==> src/rtl/uncache_dresp_pkg.sv <==
// Shared types and constants for the uncached data-port responder.
package uncache_dresp_pkg;

  typedef enum logic [2:0] {
    StIdle   = 3'd0,
    StRdAddr = 3'd1,
    StRdData = 3'd2,
    StWrReq  = 3'd3,
    StWrResp = 3'd4,
    StDone   = 3'd5
  } uc_state_e;

  localparam logic [2:0] AxiSizeWord = 3'd2;
  localparam logic [3:0] UcAxiId     = 4'd1;

  function automatic logic in_flight(input uc_state_e st);
    return (st == StRdAddr) || (st == StRdData) || (st == StWrReq) || (st == StWrResp);
  endfunction

endpackage

==> src/rtl/uncache_dresp.sv <==
// Uncached data_sram responder: turns each accepted core request into one single-beat AXI
// read or write and stalls the pipeline until the bus response returns.
module uncache_dresp
  import uncache_dresp_pkg::*;
#(
  parameter logic [3:0] AxiId = UcAxiId
) (
  input  logic        clk_i,
  input  logic        rst_ni,
  input  logic        flush_i,

  input  logic        data_sram_en_i,
  input  logic [3:0]  data_sram_wen_i,
  input  logic [31:0] data_sram_addr_i,
  input  logic [31:0] data_sram_wdata_i,
  output logic [31:0] data_sram_rdata_o,
  output logic        stallreq_uncache_o,

  output logic [3:0]  arid_o,
  output logic [31:0] araddr_o,
  output logic [2:0]  arsize_o,
  output logic        arvalid_o,
  input  logic        arready_i,

  input  logic [3:0]  rid_i,
  input  logic [31:0] rdata_i,
  input  logic [1:0]  rresp_i,
  input  logic        rvalid_i,
  output logic        rready_o,

  output logic [3:0]  awid_o,
  output logic [31:0] awaddr_o,
  output logic [2:0]  awsize_o,
  output logic        awvalid_o,
  input  logic        awready_i,

  output logic [31:0] wdata_o,
  output logic [3:0]  wstrb_o,
  output logic        wlast_o,
  output logic        wvalid_o,
  input  logic        wready_i,

  input  logic [3:0]  bid_i,
  input  logic [1:0]  bresp_i,
  input  logic        bvalid_i,
  output logic        bready_o
);

  uc_state_e   state_q, state_d;
  logic [29:0] addr_q;
  logic [31:0] wdata_q;
  logic [3:0]  wen_q;
  logic        aw_done_q, aw_done_d;
  logic        w_done_q, w_done_d;
  logic        flushed_q;
  logic [31:0] rdata_q;
  logic        accept;
  logic        aw_ok, w_ok;

  // Response IDs and codes carry no information for single-outstanding uncached traffic.
  logic unused_resp;
  assign unused_resp = ^{rid_i, rresp_i, bid_i, bresp_i};

  assign accept = (state_q == StIdle) && data_sram_en_i && !flush_i;
  assign aw_ok  = aw_done_q || awready_i;
  assign w_ok   = w_done_q || wready_i;

  always_ff @(posedge clk_i or negedge rst_ni) begin
    if (!rst_ni) begin
      state_q   <= StIdle;
      aw_done_q <= 1'b0;
      w_done_q  <= 1'b0;
    end else begin
      state_q   <= state_d;
      aw_done_q <= aw_done_d;
      w_done_q  <= w_done_d;
    end
  end

  always_comb begin
    state_d   = state_q;
    aw_done_d = aw_done_q;
    w_done_d  = w_done_q;
    unique case (state_q)
      StIdle: begin
        if (accept) state_d = (data_sram_wen_i == 4'd0) ? StRdAddr : StWrReq;
      end
      StRdAddr: if (arready_i) state_d = StRdData;
      StRdData: if (rvalid_i) state_d = StDone;
      StWrReq: begin
        if (aw_ok && w_ok) begin
          state_d   = StWrResp;
          aw_done_d = 1'b0;
          w_done_d  = 1'b0;
        end else begin
          aw_done_d = aw_ok;
          w_done_d  = w_ok;
        end
      end
      StWrResp: if (bvalid_i) state_d = StDone;
      StDone:   state_d = StIdle;
      default:  state_d = StIdle;
    endcase
  end

  always_ff @(posedge clk_i or negedge rst_ni) begin
    if (!rst_ni) begin
      addr_q    <= '0;
      wdata_q   <= '0;
      wen_q     <= '0;
      flushed_q <= 1'b0;
      rdata_q   <= '0;
    end else begin
      if (accept) begin
        addr_q    <= data_sram_addr_i[31:2];
        wdata_q   <= data_sram_wdata_i;
        wen_q     <= data_sram_wen_i;
        flushed_q <= 1'b0;
      end else if (in_flight(state_q) && flush_i) begin
        flushed_q <= 1'b1;
      end
      // A flushed load still drains the R beat but must not disturb the returned data.
      if ((state_q == StRdData) && rvalid_i && !flushed_q && !flush_i) begin
        rdata_q <= rdata_i;
      end
    end
  end

  always_comb begin
    stallreq_uncache_o = accept || in_flight(state_q);
    data_sram_rdata_o  = rdata_q;

    arid_o    = AxiId;
    araddr_o  = {addr_q, 2'b00};
    arsize_o  = AxiSizeWord;
    arvalid_o = (state_q == StRdAddr);
    rready_o  = (state_q == StRdData);

    awid_o    = AxiId;
    awaddr_o  = {addr_q, 2'b00};
    awsize_o  = AxiSizeWord;
    awvalid_o = (state_q == StWrReq) && !aw_done_q;
    wdata_o   = wdata_q;
    wstrb_o   = wen_q;
    wlast_o   = 1'b1;
    wvalid_o  = (state_q == StWrReq) && !w_done_q;
    bready_o  = (state_q == StWrResp);
  end

endmodule

==> config.mk <==
export PLATFORM = sky130hd
export DESIGN_NAME = uncache_dresp
export DESIGN_NICKNAME = d
export VERILOG_FILES = /design/src/rtl/uncache_dresp_pkg.sv /design/src/rtl/uncache_dresp.sv
export SDC_FILE = /design/constraint.sdc
export NUM_CORES = 1
export LEC_CHECK = 0
export ABC_AREA = 1
export ABC_CLOCK_PERIOD_IN_PS = 1820
export BUFFER_PORTS_ARGS = -buffer_cell sky130_fd_sc_hd__buf_4
export CAP_MARGIN = 5
export CORE_MARGIN = 3
export CORE_UTILIZATION = 43
export DETAILED_ROUTE_END_ITERATION = 10
export GPL_TIMING_DRIVEN = 0
export PLACE_DENSITY = 0.8
export SYNTH_ARGS = -nofsm -noshare
export SYNTH_HDL_FRONTEND = slang
export SYNTH_SLANG_ARGS = --single-unit
==> constraint.sdc <==
create_clock -name clk_i -period 1.82 [get_ports clk_i]
set_clock_uncertainty 0.1 [all_clocks]
set_input_delay 0.364 -clock clk_i [delete_from_list [all_inputs] [get_ports clk_i]]
set_output_delay 0.364 -clock clk_i [all_outputs]
set_load 0.03 [all_outputs]
==> impl_metrics.csv <==
group,metric,value,unit
pwr,p_int,7.22,mW
flow_run,maxCapViolCount,0,
floorplanning,ios,274,
worst_setup_path,reg2reg_depth,7,
floorplanning,core,10000,sq um
sta,min_period_over_period,105,%
worst_setup_path,critPathMaxFanout,6,
finish,multi_input_area,1400,sq um
finish,antenna_cells,0,
logic_synthesis,synth_area,4520,sq um
floorplanning,die_area,11800,sq um
route,wire_per_inst,14.1,microns
floorplanning,rows,36,
sta,finalSetupViolCount,5,
sta,drv_slew,0,
sta,fin_ws,-0.0971,ns
finish,postLayoutCoreUtil,70.2,%
worst_setup_path,crit_type,"reg2out",
logic_synthesis,synthCells,527,
status,outcome,"complete, but fails checks",
worst_setup_path,cp_data_required_time,1.36,ns
route,drcViolationCount,0,
clock_tree,cts_tree,"yes",
clock_tree,clock-root-buffer,"clkbuf_8",
route,avgViaCountPerCell,4.53,
clock_tree,numCtsBuffers,9,
sta,holdWs,-0.0445,ns
logic_synthesis,synth-main-ff-cell,"dfrtp_1",
logic_synthesis,async_flop_share,100,%
route,firstDrtPassIters,4,
finish,stdcell_count,950,
logic_synthesis,synth.top_cell.area_share,57.6,%
pwr,powerDensity,1950,nW/um^2
finish,area_growth,55.2,%
logic_synthesis,synth_commonest_cells,"nand2_1, dfrtp_1, buf_4",
finish,drive_gt1_share,43.3,%
route,drt_iter0_drc,226,
worst_setup_path,cp_data_arrival_time,1.45,ns
worst_setup_path,startpoint_type,"flop",
grt,grt_max_degree,105,
logic_synthesis,ys_seq_area_share,57.6,%
grt,grt_usage,22.1,%
sta,period_minus_slack,1.92,ns
pwr,power_frac_comb,58.8,%
grt,grt_pass1_vias,4292,
grt,overflow,0,
floorplanning,die_h,109,microns
clock_tree,clock-sinks,104,
grt,antenna_found_initial,0,
finish,fill_cells,780,
logic_synthesis,synth_edf_count,0,
logic_synthesis,yosysWarnings,0,
route,ant_nets,0,
worst_setup_path,worstReg2RegEnd,"data_sram_rdata_o[28]",
sta,rsz0062_at_grt,"true",
worst_setup_path,worstReg2RegStart,"state_q[0]",
pwr,seq_power_share,30.8,%
logic_synthesis,yosysMostFrequentCell,"nand2_1",
placement,placed_cell_area,6560,sq um
worst_hold_path,hold_class,"in2async",
clock_tree,htree_num_levels,3,
floorplanning,start_util,45.2,%
sta,max_freq,522,MHz
sta,max_slew_margin,37.5,%
finish,nNetsFinal,933,
status,violations,"negative hold slack, negative setup slack",
pwr,vdd_drop_max,1150,uV
worst_setup_path,cp-end-kind,"output pin",
pwr,swShare,47.3,%
placement,hpwl,10000,microns
grt,grt_first_pass_wirelength,20400,microns
pwr,leakagePower,4.11,nW
placement,gp_routability_congestion,0.829,
sta,hold_violations,10,
floorplanning,die_w,109,microns
logic_synthesis,synth_top_cell_by_area,"dfrtp_1",
pwr,pwr-share-clk,10.4,%
logic_synthesis,synthTopCellsByArea,"dfrtp_1, nand2_1, buf_4, o21ai_1, inv_1",
logic_synthesis,syn_avg_cell_area,8.58,sq um
route,routed_wl,13400,microns
placement,placed_cells_incl_taps,917,
placement,numPortBuffers,240,
pwr,p_sw,6.47,mW
worst_setup_path,rrSetupSlack,0.09,ns
logic_synthesis,ys_seq_elements,104,
finish,regArea,2610,sq um
finish,final_area,7020,sq um
clock_tree,path_clk_slew,0.10,ns
logic_synthesis,ys_types,21,
route,vias,4308,
clock_tree,clk_path_buf_depth,2,
clock_tree,clkLatencyLatePin,0.37,ns
sta,tightest_slew,0.938,ns
-- sequential cells by signal (all words and copies together) (netlist names) --
register           count
aw_done_q              1
state_q                3
wdata_o               32
addr_q                30
wstrb_o                4
w_done_q               1
data_sram_rdata_o     32
flushed_q              1
-- final cells by class --
class                           count  area share [%]
Sequential cell                   104            37.1
Timing Repair Buffer              256            27.8
Multi-Input combinational cell    321            19.9
Buffer                             68            7.11
Inverter                           52            2.85
Tap cell                          133            2.37
Clock buffer                        9            1.77
Clock inverter                      7            1.02
-- power groups by stage --
stage               Sequential, mW  Combinational, mW  Clock (mW)
floorplan                     6.17               2.66           0
global placement              4.19               7.51           0
detailed placement            4.22               7.68           0
CTS                           4.20               8.00        1.46
global route                  4.36               8.58        1.56
finish                        4.21               8.05        1.43
-- logic make-up after synthesis --
group / share of synthesized area (%)
AND/OR/NAND/NOR: 22.9
buffers and inverters: 14.5
flip-flops: 57.6
AO/OA/AOI/OAI: 4.90
other: 0.166
-- routing by layer --
layer  track usage, %  vias to the layer above  wire, microns
met3             6.99                       27           1360
met1             24.1                     1995           4780
li1                 -                     2094              -
met5                0                        -              0
met2             39.4                      192           6900
met4             9.65                        0            357
-- worst max path at each step --
stage | startpoint | to | cells after the start
floorplan | state_q[0] | awvalid_o | 4
global placement | state_q[1] | stallreq_uncache_o | 5
detailed placement | state_q[1] | stallreq_uncache_o | 5
CTS | state_q[1] | stallreq_uncache_o | 5
global route | state_q[1] | stallreq_uncache_o | 5
finish | state_q[1] | stallreq_uncache_o | 5
-- metrics by stage --
stage | setup TNS, ns | power [mW] | setup slack [ns]
detailed placement | -0.100 | 11.9 | -0.100
floorplan | 0 | 8.83 | 0.0734
finish | -0.191 | 13.7 | -0.0971
global placement | -0.0731 | 11.7 | -0.0731
CTS | -0.147 | 13.7 | -0.0927
global route | -0.616 | 14.5 | -0.158
-- cell usage in the layout, fill, tap and decap left out, types with 4 or more instances in the layout --
cell type    n
buf_6       14
o21ai_1     36
nand2_1    237
buf_2        6
clkbuf_8     9
clkbuf_1     5
inv_1       48
conb_1      19
nand4_1      4
dfrtp_1    101
buf_4      299
-- repair_timing --
item,4_1_cts,5_1_grt
gates resized for setup,20,22
gates cloned,0,1
hold buffers,0,0
endpoints found under the setup margin,5,21
setup buffers,12,4
pin swaps,7,4
-- worst max-delay path, stage by stage (launching register included) --
cell	delay [ns]
dfrtp_2	0.48
nor2_4	0.14
nand4_4	0.12
buf_6	0.15
nand3_2	0.06
buf_6	0.13
Note: power is estimated with default switching activity, not from simulation.
